$ cat src/rtl/alu_ctrl_pkg.sv
// ALUControl code constants shared by the ALU controller, the ALU and the HI/LO unit.
// Pure declarations: no latency, no backpressure.
package alu_ctrl_pkg;

    localparam int WIDTH = 32;

    localparam logic [4:0] ALU_MULT  = 5'b00011;
    localparam logic [4:0] ALU_MULTU = 5'b00100;
    localparam logic [4:0] ALU_MUL   = 5'b10011;
    localparam logic [4:0] ALU_MADD  = 5'b10100;
    localparam logic [4:0] ALU_MSUB  = 5'b10101;
    localparam logic [4:0] ALU_MFHI  = 5'b10111;
    localparam logic [4:0] ALU_MFLO  = 5'b11000;
    localparam logic [4:0] ALU_MTHI  = 5'b11001;
    localparam logic [4:0] ALU_MTLO  = 5'b11010;

    localparam int MULT_STEPS = 32;

    typedef enum logic [1:0] {
        ST_IDLE   = 2'd0,
        ST_CALC   = 2'd1,
        ST_COMMIT = 2'd2
    } hilo_state_t;

    function automatic logic is_iterative(input logic [4:0] code);
        logic r;
        case (code)
            ALU_MULT, ALU_MULTU, ALU_MUL, ALU_MADD, ALU_MSUB: r = 1'b1;
            default:                                          r = 1'b0;
        endcase
        return r;
    endfunction

    function automatic logic is_signed_op(input logic [4:0] code);
        logic r;
        case (code)
            ALU_MULT, ALU_MUL, ALU_MADD, ALU_MSUB: r = 1'b1;
            default:                               r = 1'b0;
        endcase
        return r;
    endfunction

    // 0x80000000 maps to 2^31, which still fits an unsigned 32-bit word.
    function automatic logic [WIDTH-1:0] magnitude(input logic [WIDTH-1:0] v,
                                                   input logic             sgn);
        return (sgn && v[WIDTH-1]) ? (~v + 32'd1) : v;
    endfunction

endpackage

$ cat src/rtl/hilo_mult_unit_if.sv
// Request/response bundle between the execute stage and the HI/LO multiply unit.
// Start is only honoured while Busy is low; the stall logic watches Busy/Done.
interface hilo_mult_unit_if;
    import alu_ctrl_pkg::*;

    logic             Start;
    logic [4:0]       ALUControl;
    logic [WIDTH-1:0] A;
    logic [WIDTH-1:0] B;
    logic             Busy;
    logic             Done;
    logic [WIDTH-1:0] Result;
    logic [WIDTH-1:0] HI;
    logic [WIDTH-1:0] LO;

    modport master (
        output Start, ALUControl, A, B,
        input  Busy, Done, Result, HI, LO
    );

    modport slave (
        input  Start, ALUControl, A, B,
        output Busy, Done, Result, HI, LO
    );

endinterface

$ cat src/rtl/mult_core_u32.sv
// 32-step unsigned radix-2 shift-add multiplier; one step per cycle, product valid after step 31.
// No backpressure: the owner decides when to load and when to step.
module mult_core_u32 (
    input  logic        Clk,
    input  logic        Rst,
    input  logic        load,
    input  logic        step,
    input  logic [31:0] mcand,
    input  logic [31:0] mplier,
    output logic [63:0] product,
    output logic        last
);

    logic [63:0] mcand_q;
    logic [31:0] mplier_q;
    logic [63:0] prod_q;
    logic [5:0]  count_q;

    always_ff @(posedge Clk or posedge Rst) begin
        if (Rst) begin
            mcand_q  <= '0;
            mplier_q <= '0;
            prod_q   <= '0;
            count_q  <= '0;
        end else if (load) begin
            mcand_q  <= {32'd0, mcand};
            mplier_q <= mplier;
            prod_q   <= '0;
            count_q  <= '0;
        end else if (step) begin
            if (mplier_q[0]) begin
                prod_q <= prod_q + mcand_q;
            end
            mcand_q  <= {mcand_q[62:0], 1'b0};
            mplier_q <= {1'b0, mplier_q[31:1]};
            count_q  <= count_q + 6'd1;
        end
    end

    assign product = prod_q;
    assign last    = step && (count_q == 6'd31);

endmodule

$ cat src/rtl/hilo_mult_unit.sv
// HI/LO multiply/accumulate unit: iterative ops commit 33 cycles after Start, moves in one cycle.
// Start is ignored while Busy; Done pulses for one cycle per completed operation.
module hilo_mult_unit
    import alu_ctrl_pkg::*;
(
    input  logic            Clk,
    input  logic            Rst,
    hilo_mult_unit_if.slave bus
);

    hilo_state_t state_q, state_d;

    logic             load, step, commit, single, last;
    logic             sgn;
    logic [WIDTH-1:0] a_mag, b_mag;
    logic [63:0]      product, prod_fix, acc;

    logic [4:0]       op_q;
    logic             neg_q;
    logic [WIDTH-1:0] hi_q, lo_q, result_q;
    logic             done_q;

    assign sgn   = is_signed_op(bus.ALUControl);
    assign a_mag = magnitude(bus.A, sgn);
    assign b_mag = magnitude(bus.B, sgn);

    mult_core_u32 u_core (
        .Clk     (Clk),
        .Rst     (Rst),
        .load    (load),
        .step    (step),
        .mcand   (a_mag),
        .mplier  (b_mag),
        .product (product),
        .last    (last)
    );

    assign prod_fix = neg_q ? (~product + 64'd1) : product;
    assign acc      = {hi_q, lo_q};

    always_ff @(posedge Clk or posedge Rst) begin
        if (Rst) begin
            state_q <= ST_IDLE;
        end else begin
            state_q <= state_d;
        end
    end

    always_comb begin
        state_d = state_q;
        load    = 1'b0;
        step    = 1'b0;
        commit  = 1'b0;
        single  = 1'b0;
        case (state_q)
            ST_IDLE: begin
                if (bus.Start) begin
                    if (is_iterative(bus.ALUControl)) begin
                        load    = 1'b1;
                        state_d = ST_CALC;
                    end else begin
                        single = 1'b1;
                    end
                end
            end
            ST_CALC: begin
                step = 1'b1;
                if (last) begin
                    state_d = ST_COMMIT;
                end
            end
            ST_COMMIT: begin
                commit  = 1'b1;
                state_d = ST_IDLE;
            end
            default: begin
                state_d = ST_IDLE;
            end
        endcase
    end

    always_ff @(posedge Clk or posedge Rst) begin
        if (Rst) begin
            op_q     <= '0;
            neg_q    <= 1'b0;
            hi_q     <= '0;
            lo_q     <= '0;
            result_q <= '0;
            done_q   <= 1'b0;
        end else begin
            done_q <= 1'b0;
            if (load) begin
                op_q  <= bus.ALUControl;
                neg_q <= sgn && (bus.A[WIDTH-1] ^ bus.B[WIDTH-1]);
            end
            if (single) begin
                done_q <= 1'b1;
                case (bus.ALUControl)
                    ALU_MTHI: hi_q     <= bus.A;
                    ALU_MTLO: lo_q     <= bus.A;
                    ALU_MFHI: result_q <= hi_q;
                    ALU_MFLO: result_q <= lo_q;
                    default:  result_q <= '0;
                endcase
            end
            if (commit) begin
                done_q <= 1'b1;
                case (op_q)
                    ALU_MULT, ALU_MULTU: {hi_q, lo_q} <= prod_fix;
                    ALU_MUL:             result_q     <= prod_fix[WIDTH-1:0];
                    ALU_MADD:            {hi_q, lo_q} <= acc + prod_fix;
                    ALU_MSUB:            {hi_q, lo_q} <= acc - prod_fix;
                    default:             ;
                endcase
            end
        end
    end

    assign bus.Busy   = (state_q != ST_IDLE);
    assign bus.Done   = done_q;
    assign bus.Result = result_q;
    assign bus.HI     = hi_q;
    assign bus.LO     = lo_q;

endmodule
$ cat src/flat_wrapper.sv
// flat-port wrapper written by rule: the top's interface ports become plain ports
module hilo_mult_unit_flat import alu_ctrl_pkg::*;
  (Clk, Rst, bus_Start, bus_ALUControl, bus_A, bus_B, bus_Busy, bus_Done, bus_Result, bus_HI, bus_LO);
  hilo_mult_unit_if bus_i ();
  input  logic Clk;
  input  logic Rst;
  input wire logic [$bits(bus_i.Start)-1:0] bus_Start;
  input wire logic [$bits(bus_i.ALUControl)-1:0] bus_ALUControl;
  input wire logic [$bits(bus_i.A)-1:0] bus_A;
  input wire logic [$bits(bus_i.B)-1:0] bus_B;
  output wire logic [$bits(bus_i.Busy)-1:0] bus_Busy;
  output wire logic [$bits(bus_i.Done)-1:0] bus_Done;
  output wire logic [$bits(bus_i.Result)-1:0] bus_Result;
  output wire logic [$bits(bus_i.HI)-1:0] bus_HI;
  output wire logic [$bits(bus_i.LO)-1:0] bus_LO;
  assign bus_i.Start = bus_Start;
  assign bus_i.ALUControl = bus_ALUControl;
  assign bus_i.A = bus_A;
  assign bus_i.B = bus_B;
  assign bus_Busy = bus_i.Busy;
  assign bus_Done = bus_i.Done;
  assign bus_Result = bus_i.Result;
  assign bus_HI = bus_i.HI;
  assign bus_LO = bus_i.LO;
  hilo_mult_unit u_core (.Clk(Clk), .Rst(Rst), .bus(bus_i));
endmodule
$ cat config.mk
export PLATFORM = sky130hd
export DESIGN_NAME = hilo_mult_unit_flat
export DESIGN_NICKNAME = d
export VERILOG_FILES = /design/src/rtl/alu_ctrl_pkg.sv /design/src/rtl/hilo_mult_unit_if.sv /design/src/rtl/mult_core_u32.sv /design/src/rtl/hilo_mult_unit.sv /design/src/flat_wrapper.sv
export SDC_FILE = /design/constraint.sdc
export NUM_CORES = 1
export LEC_CHECK = 0
export ABC_CLOCK_PERIOD_IN_PS = 15500
export BUFFER_PORTS_ARGS = -buffer_cell sky130_fd_sc_hd__buf_2
export CORE_MARGIN = 1.5
export CORE_UTILIZATION = 40
export CTS_BUF_LIST = sky130_fd_sc_hd__clkbuf_8 sky130_fd_sc_hd__clkbuf_16
export CTS_CLUSTER_DIAMETER = 150
export CTS_CLUSTER_SIZE = 14
export DETAILED_ROUTE_END_ITERATION = 8
export GPL_TIMING_DRIVEN = 0
export PLACE_DENSITY = 0.6
export SETUP_SLACK_MARGIN = 0.02
export SLEW_MARGIN = 20
export SYNTH_ARGS = -nofsm -noshare
export SYNTH_HDL_FRONTEND = slang
export SYNTH_SLANG_ARGS = --single-unit
$ cat constraint.sdc
create_clock -name Clk -period 15.5 [get_ports Clk]
set_clock_uncertainty 0.05 [all_clocks]
set_input_delay 2.325 -clock Clk [delete_from_list [all_inputs] [get_ports Clk]]
set_output_delay 2.325 -clock Clk [all_outputs]
set_load 0.05 [all_outputs]
After elaboration in Yosys (flattened, before gate mapping)
Index checks and enable logic that the tools add are counted.
Widths: inputs -> output; s select.
{"block": "word_totals", "ff_bits": 271, "wordCells": 98}
{"block": "classes", "addsub": 7, "eq_ne": 20, "n_mux": 42, "bitwise": 4, "reduce_logical": 14}
{"operator": "$mux 32", "count": 13}
{"operator": "$mux 64", "count": 6}
{"operator": "$pmux 32 s3", "count": 3}
{"operator": "$add 64x64->64", "count": 2}
{"operator": "$add 32x1->32 const B", "count": 2}
{"operator": "$add 64x1->64 const B", "count": 1}
{"operator": "$not 32->32", "count": 2}
{"operator": "$not 64->64", "count": 1}
{"operator": "$sub 64x64->64", "count": 1}
{"operator": "$eq 5x5->1 const B", "count": 10}
{"operator": "$mux 1", "count": 14}
{"operator": "$mux 6", "count": 2}
{"operator": "$eq 5x2->1 const B", "count": 2}
{"operator": "$eq 5x3->1 const B", "count": 2}
{"operator": "$add 6x1->6 const B", "count": 1}
{"operator": "$eq 6x5->1 const B", "count": 1}
{"operator": "$mux 2", "count": 3}
{"operator": "$reduce_bool 2->1", "count": 3}
{"operator": "$reduce_or 5->1", "count": 1}
{"operator": "$logic_and 1x1->1", "count": 4}
{"operator": "$ne 2x2->1 const B", "count": 2}
{"operator": "$pmux 2 s2", "count": 1}
{"operator": "$reduce_or 2->1", "count": 2}
{"operator": "$reduce_or 4->1", "count": 1}
{"operator": "other kinds (7)", "count": 7}

Longest topological paths before layout
Gate-level depths: netlist of run 1.
{"block": "depth", "word_depth": 11, "depth_mapped": 24, "ltp_nobuf": 23}

Cells and area by module
From an unflattened synthesis of run 1, not the netlist that was laid out.
{"block": "hier_totals", "cells_unflattened": 3555, "hier_area_um2": 27579.0}
{"mod": "hilo_mult_unit", "n_inst": 1, "cells_per_inst": 2367, "area_per_inst_um2": 17123.9}
{"mod": "mult_core_u32", "n_inst": 1, "cells_per_inst": 1188, "area_per_inst_um2": 10455.0}

Least setup slack after synthesis of run 1
Ideal clock, no wire load.
{"block": "synth_timing", "path_kind": "register -> register", "from": "register u_core.u_core.prod_q[0] (netlist: u_core.u_core.product[0])", "to": "register u_core.hi_q[30] (netlist: u_core.bus.HI[30])", "setup_ps": 126, "arrival_ps": 5711, "required_time_ps": 15324, "slack_ps": 9613, "stages_incl_launch_ff": 23, "synth_period_minus_slack_ps": 5887, "cell_sequence": "dfrtp_1 or4_1 buf_2 or4_1 buf_2 or3_1 or3_1 nand2_1 xnor2_1 ha_1 clkbuf_1 inv_1 o31ai_1 a31oi_1 o21ai_0 a31oi_1 o41ai_1 a41o_1 a31oi_1 o31ai_1 mux2i_1 a2111oi_0 o32a_1"}
{"block": "synth_via", "elab_chain_len": 6}
{"item": "start: declaration", "line_no": "mult_core_u32.sv:16", "rtl": "logic [63:0] prod_q;"}
{"item": "start signal: assignment", "line_no": "mult_core_u32.sv:32", "rtl": "prod_q <= prod_q + mcand_q;"}
{"item": "$not 64->64", "line_no": "hilo_mult_unit.sv:38", "rtl": "assign prod_fix = neg_q ? (~product + 64'd1) : product;"}
{"item": "$add 64x1->64", "line_no": "hilo_mult_unit.sv:38"}
{"item": "$mux 64 (*)", "line_no": "hilo_mult_unit.sv:38"}
{"item": "$sub 64x64->64 or $add 64x64->64 (tied branches)", "line_no": "hilo_mult_unit.sv:112, hilo_mult_unit.sv:111"}
{"item": "$pmux 32 s3 (*)", "line_no": "hilo_mult_unit.sv:108", "rtl": "case (op_q)"}
{"item": "$mux 32 (*)", "line_no": "hilo_mult_unit.sv:106", "rtl": "if (commit) begin"}
{"item": "end signal: assignment", "line_no": "hilo_mult_unit.sv:109", "rtl": "ALU_MULT, ALU_MULTU: {hi_q, lo_q} <= prod_fix;"}
{"item": "end signal: assignment", "line_no": "hilo_mult_unit.sv:111", "rtl": "ALU_MADD: {hi_q, lo_q} <= acc + prod_fix;"}
{"item": "end signal: assignment", "line_no": "hilo_mult_unit.sv:112", "rtl": "ALU_MSUB: {hi_q, lo_q} <= acc - prod_fix;"}
{"item": "end: declaration", "line_no": "hilo_mult_unit.sv:20", "rtl": "logic [WIDTH-1:0] hi_q, lo_q, result_q;"}
Every way passes the cells marked *; elsewhere a longest branch is shown, timed or not.
A chain may end at the register's enable or synchronous reset.

Worst setup path in the final report of run 1
{"block": "layout_timing", "from": "register u_core.neg_q", "to": "register u_core.hi_q[30] (netlist: u_core.bus.HI[30])"}
{"block": "layout_via", "elab_chain_len": 4}
{"item": "start: declaration", "line_no": "hilo_mult_unit.sv:19", "rtl": "logic neg_q;"}
{"item": "start signal: assignment", "line_no": "hilo_mult_unit.sv:94", "rtl": "neg_q <= sgn && (bus.A[WIDTH-1] ^ bus.B[WIDTH-1]);"}
{"item": "$mux 64 (*)", "line_no": "hilo_mult_unit.sv:38"}
{"item": "$sub 64x64->64 or $add 64x64->64 (tied branches)", "line_no": "hilo_mult_unit.sv:112, hilo_mult_unit.sv:111"}
{"item": "$pmux 32 s3 (*)", "line_no": "hilo_mult_unit.sv:108"}
{"item": "$mux 32 (*)", "line_no": "hilo_mult_unit.sv:106"}
Marked as above.

==> results of run 1 <==
## worst max-delay path, delay by kind of cell, from the launching register on
kind                       cells  cell delay (ns)
buffers and inverters          6             2.54
AOI/OAI and AO/OA             11             4.42
muxes                          1             0.19
adders and majority gates      1             0.22
xor gates and xnor gates       1             0.72
DFF                            1             0.32
## worst paths after layout
kind / from / endpoint / depth (start not counted)
worst max register to register: u_core.neg_q$_DFFE_PP0P_ / u_core.bus.HI[30]$_DFF_PP0_ / 20
max in group asynchronous: Rst / u_core.bus.LO[11]$_DFF_PP0_ / 3
worst min register to register: u_core.u_core.count_q[5]$_DFFE_PP0P_ / u_core.state_q[1]$_DFFE_PP0P_ / 1
worst max-delay path: u_core.neg_q$_DFFE_PP0P_ / u_core.bus.HI[30]$_DFF_PP0_ / 20
worst min-delay path: u_core.u_core.count_q[5]$_DFFE_PP0P_ / u_core.state_q[1]$_DFFE_PP0P_ / 1
min in group asynchronous: Rst / u_core.u_core.mplier_q[21]$_DFFE_PP0P_ / 2
## cells in the final DEF (no fill, tap or decap), types with 144 or more instances in the layout
cell,n
buf_2,170
xnor2_1,144
a21oi_1,314
nor2_1,277
dfrtp_1,271
inv_1,160
o21ai_0,254
ha_1,190
clkbuf_1,196
nand2_1,424
## cell type report
type                            count  area [um^2]  area share
Multi-Input combinational cell   2794        18000       0.625
Sequential cell                   271         6780       0.235
Tap cell                          855         1070      0.0371
Timing Repair Buffer              171          923      0.0320
Buffer                            211          795      0.0276
Inverter                          162          616      0.0214
Clock buffer                       23          576      0.0200
Clock inverter                      3         33.8     0.00117
Antenna cell                        3         7.51    0.000261
## registers in the layout, summed over array words and instances (netlist names)
register	count
u_core.bus.Done	1
u_core.bus.HI	32
u_core.bus.LO	32
u_core.bus.Result	32
u_core.neg_q	1
u_core.op_q	5
u_core.state_q	2
u_core.u_core.count_q	6
u_core.u_core.mcand_q	64
u_core.u_core.mplier_q	32
u_core.u_core.product	64
## logic make-up after synthesis
group | Yosys count | synth area share
mux | 85 | 0.0329
simple gates | 1112 | 0.196
compound gates | 1160 | 0.284
flops | 271 | 0.259
buf+inv | 373 | 0.0535
fa+ha+maj | 193 | 0.0930
xor+xnor | 244 | 0.0816
## routing by layer
metal / GRT usage / part of all wire / vias up
li1: - / - / 12900
met1: 0.457 / 0.42 / 13700
met2: 0.535 / 0.43 / 1349
met3: 0.0595 / 0.087 / 303
met4: 0.170 / 0.059 / 2
met5: 0 / 0.000093 / -
## per-stage QoR
| stage | cell area, um^2 | power (uW) |
|---|---|---|
| 6_report | 28800 | 5470 |
| 5_1_grt | 28800 | 5830 |
| 4_1_cts | 28800 | 5350 |
| 3_5_place_dp | 28200 | 4770 |
| 3_3_place_gp | 28100 | 4780 |
| 2_1_floorplan | 26200 | 3690 |
## power by group through the flow
stage	registers, uW	logic (uW)	clock network [uW]
5_1_grt	1200	4020	601
4_1_cts	1170	3600	577
6_report	1180	3710	574
3_5_place_dp	1180	3590	0
2_1_floorplan	1120	2580	0
3_3_place_gp	1180	3600	0
==> summary.txt, run 1 <==
Outcome
  – Status: complete, no violations

Route
  – Final ANT Viol Nets: 0
  – Drt first pass iters: 6
  – WL/cell: 26.3 um
  – Drt total wl: 118000 um
  – Drc violations: 0
  – DR vias/cell: 6.27
  – Via Count: 28.2k
  – Iter 0 DRT Violations: 3064

Global routing
  – Vias in the first global route: 26.4k
  – Largest net degree at the start of global routing: 89
  – First-pass GRT wire length: 173000 um
  – Initial antenna violation count: 7
  – Remaining Overflow, GRT: 0
  – All-Layer GR Usage: 0.343

Final layout
  – Ratio of cells with drive above 1 in the final layout: 0.0680
  – Finished Layout Cells: 4493
  – Final #Nets: 3899
  – Layout Area Growth over Synthesis: 9.99%
  – Fill cells: 6757
  – Fin util: 0.446

Floorplan
  – Core area: 0.0646 mm^2
  – Die Ht: 259 um
  – Site Rows: 93
  – Die W: 259 um
  – Top Ports: 170
  – DIE AREA: 0.0670 mm^2
  – Starting Density: 0.406

Clock tree
  – Post-CTS setup buffers: 0
  – Max clock buf depth: 3
  – CTS H-tree lvls: 1
  – Clock slew at reported path FFs: 0.08 ns
  – TritonCTS clock tree: yes
  – Clk Tree Root Cell: clkbuf_16
  – # resized after CTS: 0
  – CTS buffer count: 23
  – CTS Sinks: 271
  – CTS Hold Buffers Added: 0
  – Worst-skew pair later-pin latency: 0.60 ns

Timing
  – Rel. slew slack: 0.203
  – Hold Fails Final Rpt: 0
  – Peak Freq: 0.117 GHz
  – Final setup fails: 0
  – Hold slack final: 0.443 ns
  – Setup_tns: 0 ns
  – RSZ-0062 raised after global routing: false
  – Setup ws final: 6.96 ns
  – Fin. max-slew vios: 0
  – Fin crit period: 8.54 ns
  – Worst slew pin tran: 1.19 ns
  – Period utilization: 0.551

Synth
  – Avg Cell Area, Syn: 7.62 um^2
  – Most common cell in the synthesized netlist: nand2_1
  – Asr flop ratio synth: 1.00
  – Synth cell count leaders: 424 x nand2_1, 314 x a21oi_1, 277 x nor2_1
  – Area contributors post-synth: dfrtp_1 26%, ha_1 9.1%, nand2_1 6.1%
  – Synth top area share: 0.259
  – Synth Register Bits: 271
  – Number of synthesized flops with an enable pin: 0
  – Synth cell types: 87
  – Ys flop type: dfrtp_1
  – Yosys warning count: 0
  – Register area share after synthesis: 0.259
  – Syn nets: 3703
  – Area leader, netlist: dfrtp_1
  – Synth Instances: 3438
  – Mapped Area: 0.0262 mm^2

Worst setup path
  – Crit Path Class: reg -> reg
  – R2R Setup Slk: 6.96 ns
  – Crit-path max FO: 10
  – Setup crit start kind: register
  – WP data required: 15.97 ns
  – Crit-path most repeated cell: clkbuf_1
  – Crit path cell chain: clkbuf_1, clkbuf_1, clkbuf_1, clkbuf_1, o21ai_0, xnor2_1, ha_1, clkbuf_1, inv_1, o31ai_1, a31oi_1, o21ai_0, a31oi_1, o41ai_1, a41o_1, a31oi_1, o31ai_1, mux2i_1, a2111oi_0, o32a_1
  – Slowest stage delay, CP: 1.06 ns
  – CP endpoint kind: register
  – Slowest-stage cell, CP: o31ai_1
  – Worst EP arrival: 9.01 ns

Power and ir drop
  – Leakage: 0.0125 uW
  – Clock network power share: 0.105
  – Psw: 3030 uW
  – Comb power frac: 0.679
  – Internal power: 2440 uW
  – VDD IR max: 92.3 uV
  – Reg power frac: 0.216
  – PD cells: 190 mW/mm^2
  – Switch share: 0.554

Hold path
  – Worst Hold Class: reg -> reg

Placement
  – Post-Place Worst Slack: 7.31 ns
  – DP Cell Count: 4464
  – Dpl hpwl: 94300 um
  – Port Buffers: 168
  – Routability-driven placement congestion ratio: 1.06

Flow run
  – Max Cap Viol: 0
(Power assumes the default switching activity.)
==> run 2: changes to the inputs <==
Settings changed: ABC_CLOCK_PERIOD_IN_PS 15500 to 7000, PLACE_DENSITY 0.6 to 0.62.
Clock period 15.5 ns to 7 ns, I/O delays scaled along.
==> run 2 against run 1 <==
  * First-iteration DRC count shrank 4.6%
  * Sequential power grew 120%
  * Final cell count grew 0.18%
  * Clock power grew 120%
  * Register-to-register slack lost 6.8 ns
  * Core utilization grew 0.52 points
  * Sequential share of layout area shrank 0.27 points
  * Largest power group unchanged
==> summary.txt, run 2 (synthesized netlist as in run 1, its figures left out) <==
Timing
  – Hold slack final: 0.437 ns (was 0.443 ns)
  – Period utilization: 0.984 (was 0.551)
  – Rel. slew slack: 0.200 (was 0.203)
  – Final setup fails: 0 (unchanged)
  – Fin crit period: 6.88 ns (was 8.54 ns)
  – Worst slew pin tran: 1.20 ns (was 1.19 ns)
  – Setup ws final: 0.115 ns (was 6.96 ns)
  – Peak Freq: 0.145 GHz (was 0.117 GHz)
  – Fin. max-slew vios: 0 (unchanged)
  – RSZ-0062 raised after global routing: false (unchanged)
  – Hold Fails Final Rpt: 0 (unchanged)

Hold path
  – Worst hold endpoint: u_core.state_q[1]$_DFFE_PP0P_ (unchanged)
  – Hold Crit Depth: 1 (unchanged)
  – Hold wc startpoint: u_core.u_core.count_q[5]$_DFFE_PP0P_ (unchanged)
  – Worst Hold Class: reg -> reg (unchanged)

Placement
  – Port Buffers: 168 (unchanged)
  – DP Cell Count: 4470 (was 4464)
  – Routability-driven placement congestion ratio: 1.03 (was 1.06)
  – Post-Place Worst Slack: -1.46 ns (was 7.31 ns)
  – Dpl hpwl: 94900 um (was 94300 um)

Route
  – Drt total wl: 119000 um (was 118000 um)
  – Final ANT Viol Nets: 0 (unchanged)
  – Drc violations: 0 (unchanged)
  – Via Count: 28.2k (about the same)
  – DR vias/cell: 6.26 (was 6.27)
  – WL/cell: 26.5 um (was 26.3 um)
  – Drt first pass iters: 5 (was 6)
  – Iter 0 DRT Violations: 2922 (was 3064)

Worst setup path
  – Crit Path Class: reg -> reg (unchanged)
  – WP data required: 7.43 ns (was 15.97 ns)
  – Setup crit start kind: register (unchanged)
  – R2R Setup Slk: 0.12 ns (was 6.96 ns)
  – Worst EP arrival: 7.32 ns (was 9.01 ns)
  – R2r endpoint: u_core.bus.HI[29]$_DFF_PP0_ (was u_core.bus.HI[30]$_DFF_PP0_)
  – Worst reg2reg startpoint: u_core.u_core.product[0]$_DFFE_PP0P_ (was u_core.neg_q$_DFFE_PP0P_)
  – Crit-path max FO: 10 (unchanged)
  – Worst reg2reg path depth: 22 (was 20)
  – CP endpoint kind: register (unchanged)

Global routing
  – First-pass GRT wire length: 173000 um (about the same)
  – Largest net degree at the start of global routing: 34 (was 89)
  – Vias in the first global route: 26.2k (was 26.4k)
  – Initial antenna violation count: 5 (was 7)
  – All-Layer GR Usage: 0.344 (was 0.343)
  – Remaining Overflow, GRT: 0 (unchanged)

Outcome
  – Status: complete, no violations (unchanged)

Floorplan
  – Top Ports: 170 (unchanged)
  – Site Rows: 93 (unchanged)
  – Starting Density: 0.406 (unchanged)
  – Die W: 259 um (unchanged)
  – Core area: 0.0646 mm^2 (unchanged)
  – DIE AREA: 0.0670 mm^2 (unchanged)
  – Die Ht: 259 um (unchanged)

Flow run
  – Max Cap Viol: 0 (unchanged)

Clock tree
  – CTS Sinks: 271 (unchanged)
  – Clk Tree Root Cell: clkbuf_16 (unchanged)
  – TritonCTS clock tree: yes (unchanged)
  – Max clock buf depth: 3 (unchanged)
  – Worst-skew pair later-pin latency: 0.61 ns (was 0.60 ns)
  – CTS buffer count: 23 (unchanged)
  – CTS H-tree lvls: 1 (unchanged)
  – Clock slew at reported path FFs: 0.08 ns (about the same)

Power and ir drop
  – Leakage: 0.0126 uW (was 0.0125 uW)
  – VDD IR max: 206 uV (was 92.3 uV)
  – Internal power: 5470 uW (was 2440 uW)
  – Clock network power share: 0.103 (was 0.105)
  – PD cells: 420 mW/mm^2 (was 190 mW/mm^2)
  – Reg power frac: 0.214 (was 0.216)
  – Switch share: 0.553 (was 0.554)
  – Comb power frac: 0.683 (was 0.679)
  – Psw: 6780 uW (was 3030 uW)

Final layout
  – Ratio of cells with drive above 1 in the final layout: 0.0791 (was 0.0680)
  – Most frequent cells in the layout: 424 x nand2_1, 313 x a21oi_1, 277 x nor2_1 (was 424 x nand2_1, 314 x a21oi_1, 277 x nor2_1)
  – Layout Area Growth over Synthesis: 11.3% (was 9.99%)
  – Finished Layout Cells: 4501 (was 4493)
  – Commonest non-fill, non-tap cell in the layout: nand2_1 (unchanged)
  – Final #Nets: 3907 (was 3899)
  – Fin util: 0.451 (was 0.446)
## run 2: cell count changes in the layout (fill, tap and decap cells not counted), sizes merged
| cell | before | now |
|---|---|---|
| clkinvlp | 0 | 1 |
| diode | 3 | 4 |
| clkinv | 2 | 0 |
| clkbuf | 219 | 218 |
| buf | 186 | 195 |
## run 2: cell type report
class,instances,area (um^2)
Fill cell,6717,35400
Multi-Input combinational cell,2794,18200
Sequential cell,271,6780
Tap cell,855,1070
Timing Repair Buffer,181,1050
Buffer,209,795
Inverter,162,612
Clock buffer,23,576
Clock inverter,2,31.3
Antenna cell,4,10.0
## run 2: worst max-delay path by stage
stage                                    startpoint                           to  cells after the start
2_1_floorplan  u_core.u_core.product[0]$_DFFE_PP0P_  u_core.bus.HI[30]$_DFF_PP0_                     22
4_1_cts        u_core.u_core.product[0]$_DFFE_PP0P_  u_core.bus.HI[28]$_DFF_PP0_                     22
5_1_grt        u_core.u_core.product[0]$_DFFE_PP0P_  u_core.bus.HI[29]$_DFF_PP0_                     21
6_report       u_core.u_core.product[0]$_DFFE_PP0P_  u_core.bus.HI[29]$_DFF_PP0_                     22
3_3_place_gp               u_core.neg_q$_DFFE_PP0P_  u_core.bus.HI[30]$_DFF_PP0_                     20
3_5_place_dp               u_core.neg_q$_DFFE_PP0P_  u_core.bus.HI[30]$_DFF_PP0_                     20
## run 2: critical path, cell delays in order, from the launching register on
cell	delay (ns)
dfrtp_1	0.53
or4_1	0.56
buf_2	0.17
or4_1	0.41
buf_2	0.20
nor3_2	0.46
nand2_1	0.21
o41ai_1	0.34
xor2_1	0.51
inv_1	0.14
ha_1	0.32
clkbuf_1	0.37
nand3_1	0.19
o21ai_0	0.24
a21oi_1	0.17
o31a_1	0.31
o221a_2	0.26
o31ai_1	0.07
a21oi_1	0.22
nor4_2	0.50
mux2i_1	0.24
a21oi_1	0.08
a211o_1	0.23
## run 2: metrics by stage
stage	total power [uW]	cell area, um^2	TNS, ns
2_1_floorplan	8180	26200	0
3_3_place_gp	10600	28100	-11.46
3_5_place_dp	10600	28300	-9.96
4_1_cts	11900	29000	0
5_1_grt	13100	29100	0
6_report	12300	29200	0
## run 2: power groups by stage
| stage | clock network (uW) | logic, uW | registers, uW |
|---|---|---|---|
| after global placement | 0 | 7990 | 2610 |
| after CTS | 1280 | 8040 | 2590 |
| after floorplan | 0 | 5700 | 2470 |
| after global routing | 1330 | 9060 | 2670 |
| after detailed placement | 0 | 7940 | 2610 |
| final | 1260 | 8370 | 2620 |
## run 2: routing by layer
layer,GRT usage,routed length (um),vias to the layer above
met5,0,26,-
met4,0.175,7190,4
met3,0.0597,11300,315
met2,0.529,50800,1468
met1,0.464,49900,13500
li1,-,-,12900
## run 2: what timing repair did
item	in CTS	in global routing
endpoints found under the setup margin	21	18
buffers inserted	0	4
hold buffers	0	0
pin swaps	2	2
resized for setup	20	21
